===== config.mk =====
export PLATFORM = sky130hd
export DESIGN_NAME = hart_miss_sched
export DESIGN_NICKNAME = d
export VERILOG_FILES = /design/src/rtl/hart_miss_sched_pkg.sv /design/src/rtl/hart_miss_sched_picker.sv /design/src/rtl/hart_miss_sched.sv
export SDC_FILE = /design/constraint.sdc
export NUM_CORES = 1
export LEC_CHECK = 0
export ABC_AREA = 1
export CORE_MARGIN = 2
export CORE_UTILIZATION = 55
export DETAILED_ROUTE_END_ITERATION = 12
export PLACE_DENSITY_LB_ADDON = 0.3
export SETUP_SLACK_MARGIN = 0.2
export SYNTH_ARGS = -nofsm -noshare
export SYNTH_HDL_FRONTEND = slang
export SYNTH_HIERARCHICAL = 1
export SYNTH_SLANG_ARGS = --single-unit

===== constraint.sdc =====
create_clock -name clk -period 4 [get_ports clk]
set_clock_uncertainty 0.2 [all_clocks]
set_input_delay 1.2 -clock clk [delete_from_list [all_inputs] [get_ports clk]]
set_output_delay 1.2 -clock clk [all_outputs]
set_load 0.1 [all_outputs]

===== src/rtl/hart_miss_sched_pkg.sv =====
// -----------------------------------------------------------------------------
// hart_miss_sched_pkg
// Shared constants for the cache-miss scheduler: hart-state bus widths and the
// refill-port FSM encodings. No ports.
// -----------------------------------------------------------------------------
package hart_miss_sched_pkg;

    localparam int HART_STATE_W = 4;   // one bit per hart
    localparam int HART_ID_W    = 2;   // hart id width

    typedef logic [HART_STATE_W-1:0] hart_mask_t;
    typedef logic [HART_ID_W-1:0]    hart_id_t;

    // Refill-port FSM encodings
    localparam logic [1:0] MS_IDLE = 2'd0;
    localparam logic [1:0] MS_REQ  = 2'd1;
    localparam logic [1:0] MS_BUSY = 2'd2;

    // One-hot mask for a hart id
    function automatic hart_mask_t hid_onehot(input hart_id_t hid);
        return hart_mask_t'(1) << hid;
    endfunction

endpackage


===== src/rtl/hart_miss_sched_picker.sv =====
// -----------------------------------------------------------------------------
// rr_hart_picker
// Combinational round-robin picker over the four harts.
//   req_i   : per-hart request mask (any pending refill)
//   rr_i    : hart id with highest priority this cycle
//   valid_o : at least one request present
//   hid_o   : winning hart id (first requester at or after rr_i, wrapping)
// -----------------------------------------------------------------------------
module rr_hart_picker
    import hart_miss_sched_pkg::*;
(
    input  logic [3:0] req_i,
    input  logic [1:0] rr_i,
    output logic       valid_o,
    output logic [1:0] hid_o
);

    logic       found;
    logic [1:0] idx;

    always_comb begin
        valid_o = |req_i;
        hid_o   = '0;
        found   = 1'b0;
        idx     = '0;
        for (int k = 0; k < HART_STATE_W; k++) begin
            // 2-bit addition wraps naturally around the hart ring
            idx = rr_i + 2'(k);
            if (!found && req_i[idx]) begin
                hid_o = idx;
                found = 1'b1;
            end
        end
    end

endmodule


===== src/rtl/hart_miss_sched.sv =====
// -----------------------------------------------------------------------------
// hart_miss_sched
// Records I/D cache misses per hart, suspends missing harts, and arbitrates the
// single shared refill port round-robin. Refill completion reactivates a hart.
// Ports:
//   clk, rst                 : clock, asynchronous active-high reset
//   hart_en                  : harts enabled by the hart state table
//   i_miss/i_miss_hid        : I-cache miss pulse and its hart
//   d_miss/d_miss_hid        : D-cache miss pulse and its hart
//   mem_req/mem_hid/mem_is_d : refill request to the shared port
//   mem_ack, mem_fin         : port accepted / refill data delivered
//   i_cache_fin, d_cache_fin, fin_hid : completion pulse and hart id
//   susp_hstate, acti_hstate : suspended / active hart masks
//   all_susp                 : every enabled hart suspended
//   dbg_state                : refill-port FSM state (observability)
// Handshake: mem_req is held with stable mem_hid/mem_is_d until mem_ack is
// sampled high in REQ; mem_fin is honoured only in BUSY, mem_ack only in REQ.
// -----------------------------------------------------------------------------
module hart_miss_sched
    import hart_miss_sched_pkg::MS_IDLE;
    import hart_miss_sched_pkg::MS_REQ;
    import hart_miss_sched_pkg::MS_BUSY;
    import hart_miss_sched_pkg::hid_onehot;
#(
    parameter int HART_NUM  = 4,
    parameter int HART_ID_W = 2
) (
    input  logic                 clk,
    input  logic                 rst,
    input  logic [HART_NUM-1:0]  hart_en,
    input  logic                 i_miss,
    input  logic [HART_ID_W-1:0] i_miss_hid,
    input  logic                 d_miss,
    input  logic [HART_ID_W-1:0] d_miss_hid,
    output logic                 mem_req,
    output logic [HART_ID_W-1:0] mem_hid,
    output logic                 mem_is_d,
    input  logic                 mem_ack,
    input  logic                 mem_fin,
    output logic                 i_cache_fin,
    output logic                 d_cache_fin,
    output logic [HART_ID_W-1:0] fin_hid,
    output logic [HART_NUM-1:0]  susp_hstate,
    output logic [HART_NUM-1:0]  acti_hstate,
    output logic                 all_susp,
    output logic [1:0]           dbg_state
);

    logic [1:0]           state_q,    state_d;
    logic [HART_ID_W-1:0] rr_q,       rr_d;
    logic [HART_NUM-1:0]  i_pend_q,   i_pend_d;
    logic [HART_NUM-1:0]  d_pend_q,   d_pend_d;
    logic [HART_ID_W-1:0] mem_hid_q,  mem_hid_d;
    logic                 mem_is_d_q, mem_is_d_d;
    logic                 i_fin_q,    i_fin_d;
    logic                 d_fin_q,    d_fin_d;
    logic [HART_ID_W-1:0] fin_hid_q,  fin_hid_d;

    logic                 pick_valid;
    logic [HART_ID_W-1:0] pick_hid;
    logic [HART_NUM-1:0]  keep_i, keep_d;

    rr_hart_picker u_picker (
        .req_i   (i_pend_q | d_pend_q),
        .rr_i    (rr_q),
        .valid_o (pick_valid),
        .hid_o   (pick_hid)
    );

    always_comb begin
        state_d    = state_q;
        rr_d       = rr_q;
        mem_hid_d  = mem_hid_q;
        mem_is_d_d = mem_is_d_q;
        fin_hid_d  = fin_hid_q;
        i_fin_d    = 1'b0;
        d_fin_d    = 1'b0;
        i_pend_d   = i_pend_q;
        d_pend_d   = d_pend_q;
        keep_i     = '0;
        keep_d     = '0;

        // Miss capture: only enabled harts, and an already-set bit stays as is
        if (i_miss && hart_en[i_miss_hid] && !i_pend_q[i_miss_hid])
            i_pend_d = i_pend_d | hid_onehot(i_miss_hid);
        if (d_miss && hart_en[d_miss_hid] && !d_pend_q[d_miss_hid])
            d_pend_d = d_pend_d | hid_onehot(d_miss_hid);

        case (state_q)
            MS_IDLE: begin
                if (pick_valid) begin
                    mem_hid_d  = pick_hid;
                    mem_is_d_d = d_pend_q[pick_hid];   // D before I within a hart
                    rr_d       = pick_hid + 1'b1;
                    state_d    = MS_REQ;
                end
            end
            MS_REQ: begin
                if (mem_ack) state_d = MS_BUSY;
            end
            MS_BUSY: begin
                if (mem_fin) begin
                    // The cleared bit was set, so a same-cycle miss on it was
                    // already ignored above; the other bit's capture survives.
                    if (mem_is_d_q) begin
                        d_pend_d[mem_hid_q] = 1'b0;
                        d_fin_d = 1'b1;
                    end else begin
                        i_pend_d[mem_hid_q] = 1'b0;
                        i_fin_d = 1'b1;
                    end
                    fin_hid_d = mem_hid_q;
                    state_d   = MS_IDLE;
                end
            end
            default: state_d = MS_IDLE;
        endcase

        // A disabled hart drops its pending misses, except the one owning the
        // port after this edge: that refill must run to completion.
        if (state_d != MS_IDLE) begin
            if (mem_is_d_d) keep_d = hid_onehot(mem_hid_d);
            else            keep_i = hid_onehot(mem_hid_d);
        end
        i_pend_d = i_pend_d & (hart_en | keep_i);
        d_pend_d = d_pend_d & (hart_en | keep_d);
    end

    always_ff @(posedge clk or posedge rst) begin
        if (rst) begin
            state_q    <= MS_IDLE;
            rr_q       <= '0;
            i_pend_q   <= '0;
            d_pend_q   <= '0;
            mem_hid_q  <= '0;
            mem_is_d_q <= 1'b0;
            i_fin_q    <= 1'b0;
            d_fin_q    <= 1'b0;
            fin_hid_q  <= '0;
        end else begin
            state_q    <= state_d;
            rr_q       <= rr_d;
            i_pend_q   <= i_pend_d;
            d_pend_q   <= d_pend_d;
            mem_hid_q  <= mem_hid_d;
            mem_is_d_q <= mem_is_d_d;
            i_fin_q    <= i_fin_d;
            d_fin_q    <= d_fin_d;
            fin_hid_q  <= fin_hid_d;
        end
    end

    assign mem_req     = (state_q == MS_REQ);
    assign mem_hid     = mem_hid_q;
    assign mem_is_d    = mem_is_d_q;
    assign i_cache_fin = i_fin_q;
    assign d_cache_fin = d_fin_q;
    assign fin_hid     = fin_hid_q;
    assign susp_hstate = i_pend_q | d_pend_q;
    assign acti_hstate = hart_en & ~susp_hstate;
    assign all_susp    = (acti_hstate == '0) && (hart_en != '0);
    assign dbg_state   = state_q;

endmodule


==> results of run 1 <==
layer usage:
metal / global-route usage [%] / share of wire [%] / vias to the layer above
met1: 38.1 / 47 / 738
met5: 0 / 0 / -
met2: 40.1 / 44 / 65
li1: - / - / 887
met3: 1.34 / 6.8 / 7
met4: 11.3 / 1.9 / 0
worst paths after layout:
path / start / to / slack, ps / cells after the start
worst max-delay path: hart_en[1] / all_susp / 310 / 7
worst min-delay path: fin_hid[0] / fin_hid[0] / 320 / 2
worst max register to register: rr_q[0] / d_pend_q[1] / 1440 / 15
worst min register to register: fin_hid[0] / fin_hid[0] / 320 / 2
max in group asynchronous: rst / i_pend_q[1] / 2070 / 2
min in group asynchronous: rst / dbg_state[0] / 1090 / 2
logic make-up (layout without fill, tap and decap cells):
| family | Yosys count | after routing | share of synthesized area [%] |
|---|---|---|---|
| xor+xnor | 1 | 1 | 0.546 |
| simple gates | 189 | 189 | 54.7 |
| buf+inv | 40 | 77 | 10.1 |
| compound gates | 14 | 14 | 4.99 |
| flops | 19 | 19 | 29.6 |
flip-flops by register name, indices dropped and copies added, names as in the netlist:
| register | cells |
|---|---|
| d_cache_fin | 1 |
| d_pend_q | 4 |
| dbg_state | 2 |
| fin_hid | 2 |
| i_cache_fin | 1 |
| i_pend_q | 4 |
| mem_hid | 2 |
| mem_is_d | 1 |
| rr_q | 2 |
placed cells by master, fill, tap and decap left out, types with 2 or more instances in the layout:
master           instances
clkbuf_4                 3
a21oi_1                  2
nand3b_1                 2
dlygate4sd2_1            4
inv_2                    7
inv_1                   29
o21ai_0                  5
clkdlybuf4s50_1          9
buf_12                   5
a31oi_1                  4
nand3_1                 28
buf_4                   15
nor2_4                   6
nor2_2                  12
nor2_1                  21
nand2_4                  3
nand2_1                 91
dfrtp_1                 19
nand2_2                 20
through the flow:
stage	power [W]	worst slack (ps)	area [um^2]	hold WS, ps	utilization, %
after global placement	0.00140	136	2050	274	74.5
after detailed placement	0.00141	104	2050	279	74.5
after CTS	0.00151	312	2090	312	75.6
after global routing	0.00162	288	2090	337	75.6
final	0.00151	314	2090	317	75.6
after floorplan	0.00119	191	1680	264	-
power breakdown:
part	internal, W	switching [W]
clock network	0.0000374	0.0000613
logic	0.000292	0.000811
registers	0.000238	0.0000718
worst min-delay path, delay by kind of cell, from the launching register on:
family             cells  cell delay [ps]
AOI/OAI and AO/OA      1               70
DFF                    1              370
and+or+nand+nor        1               50
layout make-up:
class	instances	area, um^2	area share, %
clock buffers	3	22.5	1.08
clock inverters	1	5.00	0.240
inverters	39	166	7.98
multi-input cells	204	1030	49.3
flip-flops and latches	19	475	22.8
well taps	31	38.8	1.86
repair buffers	34	349	16.7
repair_timing:
action,CTS,global route
setup endpoints to repair,1,0
resized for setup,6,0
hold buffers,0,0
==> impl_metrics.json, run 1 <==
{
  "cts_tree": "done",
  "cts_root_buffer": "clkbuf_4",
  "ys_types": 25,
  "synth_edf_count": 0,
  "max_stage_delay_ps": 270,
  "diodes": 0,
  "hold_viol": 0,
  "start_util_pct": 58.2,
  "drive_above_1_share_pct": 27.0,
  "slowest_stage": "dlygate4sd2_1",
  "slew_headroom_pct": 53.4,
  "yosys.area.top_type": "dfrtp_1",
  "setup_tns_ps": 0,
  "ys_top_cells_by_count": "nand2_1 (95), inv_1 (31), nand3_1 (28)",
  "std_cell_rows": 19,
  "yosysSeqAreaShare_pct": 29.6,
  "endpoint_kind": "output pin",
  "startpoint_type": "input pin",
  "rsz0062_at_grt": "no",
  "synth_nets": 277,
  "power_density_nw_per_um2": 725,
  "period_needed_ps": 3690,
  "drv_slew": 0,
  "synthDominantCellAreaShare_pct": 29.6,
  "viasPerCell": 5.13,
  "die_y_um": 58.0,
  "yosys-top-cells-area": "dfrtp_1 (30%), nand2_1 (22%), nand3_1 (8.7%), inv_1 (7.3%), nand2_2 (6.2%)",
  "crit_buf_inv": 4,
  "synth-seq-cells": 19,
  "overflow": 0,
  "fmax_mhz": 271,
  "hold_path_class": "flip-flop to flip-flop",
  "fp.dieW_um": 58.0,
  "layout.nets": 315,
  "cts_buffer_depth": 2,
  "finalCritPeriodShare_pct": 92.2,
  "cp.required_ps": 2600,
  "worst_pin_slew_ps": 698,
  "fp.dieArea_um2": 3360,
  "p_leak_nw": 1.12,
  "finalSetupViolations": 0,
  "wl_um": 4000,
  "syn_avg_cell_area_um2": 6.10,
  "ys_async_sr_fraction_pct": 100,
  "drt_iter0_drc": 95,
  "synthCells": 263,
  "gp_congestion": 1.07,
  "grtUsageTotal_pct": 26.0,
  "ys_warn_count": 6,
  "fin_cells": 331,
  "numCtsBuffers": 3,
  "drc_errors": 0,
  "fill_cells": 224,
  "drt.antenna.violating_nets": 0,
  "synth_area_um2": 1600,
  "core_area_um2": 2760,
  "clk_pin_slew_ps": 110,
  "drv_cap": 0,
  "antenna_found_initial": 0,
  "crit_chain": "dlygate4sd2_1 > buf_6 > inv_12 > nor2_4 > nor3_2 > nor3b_4 > buf_12",
  "grt_max_degree": 20,
  "grt_pass1_wl_um": 6730,
  "crit_family": "buffers and inverters",
  "ir_drop_v": 0.000732,
  "crit_type": "input pin to output pin",
  "htree_levels": 1,
  "firstDrtPassIters": 4,
  "critPathArrivalTime_ps": 2290,
  "grt_pass1_vias": 1477,
  "post_cts_buffers": 0,
  "dp_cells": 327,
  "clock_sinks": 19,
  "ys.flop_type": "dfrtp_1",
  "dpl.hpwl_um": 3180,
  "clock_latency_ps": 300,
  "numPortBuffers": 32,
  "routedWlPerCell_um": 12.1,
  "ios": 33,
  "num_vias": 1697,
  "worstPathMaxFanout": 4,
  "area_delta_synth_final_pct": 30.0,
  "yosysMostFrequentCell": "nand2_1",
  "status": "finished, final reports clean"
}
Note: power is estimated with default switching activity, not from simulation.
==> run 2: changes to the inputs <==
- PLACE_DENSITY_LB_ADDON: 0.3 -> 0.2
==> run 2 against run 1 <==
Via count increased by 4.4%. Critical path depth unchanged. Count of clock-buffer cells in the layout unchanged. Critical path type unchanged. Largest power group unchanged.
==> impl_metrics.json, run 2 (synthesis results as in run 1) <==
{
  "fp.dieW_um": 58.0,
  "r2r_end": "i_pend_q[2]",
  "overflow": 0,
  "start_util_pct": 58.2,
  "reg2reg_setup_slack_ps": 1370,
  "hold_viol": 0,
  "endpoint_kind": "output pin",
  "grt_pass1_wl_um": 6920,
  "fmax_mhz": 267,
  "core_area_um2": 2760,
  "setup.worst_path.start": "hart_en[1]",
  "htree_levels": 1,
  "ios": 33,
  "hold_path_class": "flip-flop to flip-flop",
  "cp.required_ps": 2600,
  "numPortBuffers": 32,
  "wl_um": 4050,
  "worstPathMaxFanout": 2,
  "timing.rr.start": "d_pend_q[0]",
  "status": "finished, final reports clean",
  "reg_top3": "d_pend_q x4, i_pend_q x4",
  "num_vias": 1772,
  "grt_max_degree": 20,
  "die_y_um": 58.0,
  "power_frac_seq_pct": 20.6,
  "viasPerCell": 5.32,
  "p_sw_w": 0.000943,
  "power_frac_comb_pct": 73.0,
  "finalCritPeriodShare_pct": 93.5,
  "firstDrtPassIters": 5,
  "area_delta_synth_final_pct": 31.2,
  "cts_root_buffer": "clkbuf_4",
  "fp.dieArea_um2": 3360,
  "drive_above_1_share_pct": 27.8,
  "routedWlPerCell_um": 12.2,
  "startpoint_type": "input pin",
  "cts-hold-fix-buffers": 0,
  "clock_latency_ps": 300,
  "layout.nets": 317,
  "numCtsBuffers": 3,
  "final_util_pct": 76.3,
  "fin_cells": 333,
  "rsz0062_at_grt": "no",
  "power_density_nw_per_um2": 718,
  "period_needed_ps": 3740,
  "antenna_found_initial": 0,
  "gp_congestion": 0.908,
  "diodes": 0,
  "dp_cells": 328,
  "finalSetupViolations": 0,
  "grtUsageTotal_pct": 26.2,
  "drc_errors": 0,
  "clockPowerShare_pct": 6.4,
  "worst_pin_slew_ps": 719,
  "clock_sinks": 19,
  "drt.antenna.violating_nets": 0,
  "endpoint": "all_susp",
  "drt_iter0_drc": 103,
  "p_leak_nw": 1.13,
  "mostFrequentLayoutCells": "nand2_1 (91), inv_1 (28), nand3_1 (28), nor2_1 (21), nand2_2 (20)",
  "clk_pin_slew_ps": 100,
  "grt_pass1_vias": 1579,
  "cts_tree": "done",
  "dpl.hpwl_um": 3140,
  "cts_buffer_depth": 2,
  "intPower_w": 0.000569,
  "crit_type": "input pin to output pin",
  "final_common_cell": "nand2_1",
  "std_cell_rows": 19,
  "swShare_pct": 62.4,
  "critPathArrivalTime_ps": 2340,
  "setup_tns_ps": 0,
  "drv_cap": 0,
  "ir_drop_v": 0.000707,
  "slew_headroom_pct": 52.0,
  "drv_slew": 0,
  "reg2reg_depth": 19,
  "fill_cells": 236
}
==> run 2: cell types whose count changed in the layout (fill, tap and decap cells not counted), sizes merged <==
cell / before / now
dlymetal6s2s: 0 / 1
dlygate4sd2: 4 / 3
buf: 21 / 23
==> run 2: per-layer routing <==
layer | track usage [%] | part of all wire, %
met5 | 0 | 0
met4 | 9.30 | 2.0
met3 | 2.23 | 7.8
met2 | 40.6 | 44
met1 | 38.5 | 46
==> run 2: area by class of cell <==
type                       instances  area [um^2]  area share, %
timing repair buffer              36          368           17.5
sequential                        19          475           22.6
tap                               31         38.8           1.84
inverter                          39          166           7.91
clock inverter                     1         5.00          0.238
multi-input combinational        204         1030           48.9
clock buffer                       3         22.5           1.07
==> run 2: repair_timing <==
item	CTS	global route
cloned	0	0
endpoints found under the setup margin	1	1
gates resized for setup	5	2
endpoints found under the hold margin	0	0
buffers inserted	1	0
==> run 2: power by group through the flow <==
stage	registers [W]	clock network [W]	logic [W]
global placement	0.000312	0	0.00109
CTS	0.000311	0.0000983	0.00110
global route	0.000321	0.000103	0.00120
finish	0.000311	0.0000966	0.00110
detailed placement	0.000314	0	0.00109
floorplan	0.000503	0	0.000687
==> run 2: worst max-delay path: stages <==
cell,delay (ps)
dlygate4sd2_1,260
buf_6,140
inv_12,50
nor2_4,30
nor3_2,190
nor3b_4,260
buf_12,200
==> run 2: worst min path at each step <==
stage                           from         end  slack [ps]  depth (start not counted)
final                     fin_hid[1]  fin_hid[1]         310                          2
after global routing      fin_hid[0]  fin_hid[0]         340                          2
after detailed placement  fin_hid[0]  fin_hid[0]         280                          2
after floorplan              rr_q[0]     rr_q[0]         260                          2
after CTS                 fin_hid[1]  fin_hid[1]         310                          2
after global placement    fin_hid[0]  fin_hid[0]         270                          2
==> run 2: through the flow <==
step | area, um^2 | total power, W | hold WS (ps) | setup WS (ps)
detailed placement | 2060 | 0.00141 | 280 | 125
global route | 2100 | 0.00162 | 342 | 196
CTS | 2100 | 0.00151 | 308 | 208
finish | 2100 | 0.00151 | 307 | 261
floorplan | 1680 | 0.00119 | 264 | 191
global placement | 2060 | 0.00140 | 274 | 119
==> run 3: changes to the inputs <==
- GPL_TIMING_DRIVEN: default -> 0
- MAX_ROUTING_LAYER: default -> met4
- PLACE_DENSITY: default -> 0.9
- PLACE_DENSITY_LB_ADDON: 0.2 -> default
==> run 3 against run 2 <==
Fmax up 2.0%. Non-clock buffer count down 3. Sequential cell count is the same. Critical path type unchanged. Count of clock-buffer cells in the layout unchanged. Critical endpoint unchanged. Largest cell class unchanged.
==> impl_metrics.json, run 3 (synthesis results as in run 1) <==
{
  "std_cell_rows": 19,
  "worst_hold_slack_ps": 306,
  "num_vias": 1711,
  "grt_pass1_wl_um": 6490,
  "start_util_pct": 58.2,
  "gp_congestion": 0.842,
  "firstDrtPassIters": 4,
  "dp_slack_ps": -989,
  "rsz0062_at_grt": "no",
  "numCtsBuffers": 3,
  "core_area_um2": 2760,
  "crit_buf_inv": 3,
  "power_frac_comb_pct": 73.9,
  "final_common_cell": "nand2_1",
  "power_w": 0.00152,
  "critPathArrivalTime_ps": 2260,
  "layout.nets": 314,
  "antenna_found_initial": 0,
  "dpl.hpwl_um": 2980,
  "max_stage_delay_ps": 310,
  "setup.worst_path.start": "hart_en[0]",
  "fmax_mhz": 273,
  "drive_above_1_share_pct": 22.7,
  "power_density_nw_per_um2": 733,
  "reg2reg_setup_slack_ps": 1500,
  "die_y_um": 58.0,
  "cts_root_buffer": "clkbuf_4",
  "ir_drop_v": 0.000909,
  "status": "finished, final reports clean",
  "drt.antenna.violating_nets": 0,
  "clock_sinks": 19,
  "drc_errors": 0,
  "worstPathMaxFanout": 4,
  "cts_buffer_depth": 2,
  "setup_slack_ps": 336,
  "fp.dieW_um": 58.0,
  "worst_pin_slew_ps": 973,
  "p_leak_nw": 1.07,
  "timing.rr.start": "d_pend_q[0]",
  "numPortBuffers": 32,
  "min_from": "rr_q[0]",
  "p_sw_w": 0.000938,
  "clockPowerShare_pct": 6.6,
  "finalCritPeriodShare_pct": 91.6,
  "intPower_w": 0.000578,
  "drv_slew": 0,
  "crit_chain": "dlygate4sd2_1 > inv_4 > nor2_4 > nor3_2 > nor3b_4 > buf_12",
  "crit_type": "input pin to output pin",
  "clk_pin_slew_ps": 100,
  "viasPerCell": 5.18,
  "area_delta_synth_final_pct": 28.9,
  "slowest_stage": "dlygate4sd2_1",
  "finalSetupViolations": 0,
  "mostFrequentLayoutCells": "nand2_1 (91), inv_1 (28), nand3_1 (28), clkdlybuf4s50_1 (23), nor2_1 (21)",
  "swShare_pct": 61.9,
  "htree_levels": 1,
  "period_needed_ps": 3660,
  "crit_family": "buffers and inverters",
  "cp.required_ps": 2600,
  "diodes": 0,
  "grt_max_degree": 20,
  "startpoint_type": "input pin",
  "reg_top3": "d_pend_q x4, i_pend_q x4",
  "fp.dieArea_um2": 3360,
  "drt_iter0_drc": 103,
  "grtUsageTotal_pct": 25.2,
  "routedWlPerCell_um": 11.7,
  "hold_path_class": "flip-flop to flip-flop",
  "cts_tree": "done",
  "clock_latency_ps": 310,
  "wl_um": 3860,
  "hold_viol": 0,
  "overflow": 0,
  "power_frac_seq_pct": 19.5,
  "grt_pass1_vias": 1492,
  "ios": 33,
  "drv_cap": 0,
  "slew_headroom_pct": 35.0,
  "endpoint_kind": "output pin"
}
==> run 3: cell types whose count changed in the layout (fill, tap and decap cells not counted) <==
cell	change
buf_4	-16
clkdlybuf4s50_1	+14
buf_12	-4
clkdlybuf4s15_2	+2
buf_2	+1
clkbuf_2	+1
dlygate4sd2_1	-1
==> run 3: per-layer routing <==
metal,GRT usage [%],routed length [um],vias to the layer above
li1,-,-,886
met1,34.2,1720,757
met2,40.9,1830,62
met3,2.68,280,6
met4,5.65,38,0
met5,-,0,-
==> run 3: final timing paths <==
| check | to | depth (start not counted) |
|---|---|---|
| setup / recovery | all_susp | 6 |
| hold / removal | rr_q[0] | 2 |
| setup reg to reg | d_pend_q[3] | 19 |
| hold reg to reg | rr_q[0] | 2 |
| max in group asynchronous | mem_is_d | 2 |
| min in group asynchronous | d_pend_q[0] | 2 |
==> run 3: final cells by class <==
cell class / count / area, um^2
plain buffers: 1 / 11.3
clock buffers: 3 / 22.5
clock inverters: 1 / 5.00
fillers: 234 / 689
inverters: 39 / 166
multi-input cells: 204 / 1030
flip-flops and latches: 19 / 475
well taps: 31 / 38.8
repair buffers: 32 / 320
==> run 3: power by group through the flow <==
| stage | Combinational [W] | Clock, W | Sequential (W) |
|---|---|---|---|
| global route | 0.00121 | 0.000108 | 0.000303 |
| finish | 0.00112 | 0.0000998 | 0.000296 |
| detailed placement | 0.00111 | 0 | 0.000299 |
| CTS | 0.00112 | 0.000100 | 0.000296 |
| floorplan | 0.000687 | 0 | 0.000503 |
| global placement | 0.00110 | 0 | 0.000297 |
==> run 3: repair_timing <==
item,in CTS,in global routing
setup endpoints to repair,5,1
gates resized for setup,30,4
hold endpoints to repair,0,0
pin swaps,0,1
buffers inserted,0,0
cloned,0,0
hold buffers,0,0
==> run 3: worst register-to-register path, cell delays in order (launching register included) <==
cell and delay, ps:
dfrtp_1 420, inv_1 130, nand2_2 140, nand2_4 110
nand3_1 70, nand2_1 140, nand2_1 80, inv_2 70
nand2_1 50, nand3_1 60, nand2_1 160, inv_1 170
nand2_1 60, nand2_1 80, nand3_1 100, nand3_2 150
nand3_1 90, nand2_1 60, nand2_1 60, nor2_2 70
==> run 3: metrics by stage <==
stage,util (%),setup TNS [ps],cell area (um^2),std cells
after floorplan,-,0,1680,263
after global placement,73.8,-3170,2030,326
after detailed placement,73.8,-3180,2030,326
after CTS,74.9,0,2060,330
after global routing,75.0,0,2070,330
final,75.0,0,2070,330
==> RTL edit (settings of run 2) <==
Register the output `dbg_state` once more, with the module's reset; this adds one clock of latency there. The other outputs are not delayed to match.
--- a/src/rtl/hart_miss_sched.sv
+++ b/src/rtl/hart_miss_sched.sv
@@ -159,7 +159,13 @@
     assign susp_hstate = i_pend_q | d_pend_q;
     assign acti_hstate = hart_en & ~susp_hstate;
     assign all_susp    = (acti_hstate == '0) && (hart_en != '0);
-    assign dbg_state   = state_q;
+    always_ff @(posedge clk or posedge rst) begin
+        if (rst) begin
+            dbg_state <= '0;
+        end else begin
+            dbg_state <= state_q;
+        end
+    end
 
 endmodule
 
Check against the original RTL: not equivalent (Yosys sat finds a counterexample within 4 cycles, from zero or initial values and one cycle with rst high).
==> RTL edit against run 2 <==
Die area down 3.3%; combinational power down 8%; setup slack worse by 0.0085 ns; routed wire length down 9.5%; count of clock-buffer cells in the layout grew 1; cell area down 4.2%; sequential cell count grew 2; area after synthesis is 3.5% lower; power down 4.2%; highest routed layer unchanged; maximum frequency shrank 0.23%.
==> RTL edit: results <==
export IMPL_outcome="finished, final reports clean"
export IMPL_grt_max_degree=22
export IMPL_numCtsBuffers=3
export IMPL_first_pass_iters=4
export IMPL_grt_total_usage_pct=24.5
export IMPL_final_layout_size_suffix_gt1_share_pct=22.2
export IMPL_netlist_instances=246
export IMPL_instances_no_fill=315
export IMPL_slowest_stage="clkdlybuf4s50_1"
export IMPL_critPathMaxStageDelay_ns=0.45
export IMPL_synth_commonest_cells="nand2_1 (74), nor2_1 (42), inv_1 (31), nand3_1 (26), dfrtp_1 (21)"
export IMPL_n_antenna_cell=0
export IMPL_place_congestion=0.901
export IMPL_fillers=230
export IMPL_p_leak_nw=1.08
export IMPL_final_hold_viol_count=0
export IMPL_worstMarginPinSlew_ns=0.761
export IMPL_yosysSeqAreaShare_pct=34.0
export IMPL_hpwl_microns=2840
export IMPL_async_flop_share_pct=100
export IMPL_synthDistinctLibCells=22
export IMPL_fin_nets=299
export IMPL_worstPathMaxFanout=5
export IMPL_yosysWarnings=6
export IMPL_vias=1625
export IMPL_largestRegisters="d_pend_q x4, i_pend_q x4"
export IMPL_cts_root_buf="clkbuf_4"
export IMPL_placed_cells=311
export IMPL_path_clk_slew_ns=0.11
export IMPL_port_buffers=32
export IMPL_crit_family="buffers and inverters"
export IMPL_synth_area_leaders="dfrtp_1 (34%), nand2_1 (18%), nor2_1 (10%)"
export IMPL_grt_pass1_vias=1473
export IMPL_postCtsSetupBuffers=0
export IMPL_htreeDepth=1
export IMPL_hp_class="flop to flop"
export IMPL_peakVddDrop_v=0.000694
export IMPL_preCtsSetupSlack_ns=0.107
export IMPL_wl_per_cell_microns=11.6
export IMPL_clk_path_buf_depth=2
export IMPL_clock_latency_ns=0.30
export IMPL_grt_pass1_wl_microns=6410
export IMPL_drt_iter0_drc=98
export IMPL_syn_num_nets=260
export IMPL_arrival_ns=2.35
-- RTL edit: kinds of logic after synthesis --
| group | share of synthesized area (%) |
|---|---|
| xor+xnor | 0.566 |
| flops | 34.0 |
| compound gates | 4.85 |
| buf+inv | 10.3 |
| simple gates | 50.4 |
-- RTL edit: worst min-delay path, delay by kind of cell, from the launching register on --
kind	cells	cell delay (ns)
AO/OA/AOI/OAI	1	0.06
flip-flops	1	0.36
AND/OR/NAND/NOR	1	0.05
-- RTL edit: worst paths after layout --
path                                 to  slack [ns]         from  cells after the start
max reg2reg                 i_pend_q[3]        1.47  d_pend_q[1]                     18
min in group asynchronous  dbg_state[1]        1.12          rst                      2
max in group asynchronous   d_cache_fin        2.00          rst                      2
min reg2reg                  fin_hid[1]        0.31   fin_hid[1]                      2
min                          fin_hid[1]        0.31   fin_hid[1]                      2
max                            all_susp        0.25   hart_en[2]                      6
-- RTL edit: where the power goes --
group | switching, mW | internal (mW)
Sequential | 0.0721 | 0.267
Clock | 0.0613 | 0.0390
Combinational | 0.742 | 0.266
Total | 0.876 | 0.572
-- RTL edit: layout make-up --
class	instances	area [sq um]	area share (%)
clock buffer	4	26.3	1.30
multi-input combinational	186	912	45.3
timing repair buffer	35	365	18.1
tap	31	38.8	1.92
inverter	38	148	7.32
sequential	21	526	26.1
-- RTL edit: routing by layer --
metal,vias up,routed length [microns],track usage [%]
met5,-,0,0
met4,0,59,7.97
met3,7,160,2.04
met2,47,1650,38.8
met1,731,1790,35.7
li1,840,-,-
-- RTL edit: timing repair --
action	in CTS	in global routing
setup endpoints to repair	1	1
hold buffers	0	0
pin swaps	1	1
resized for setup	4	5
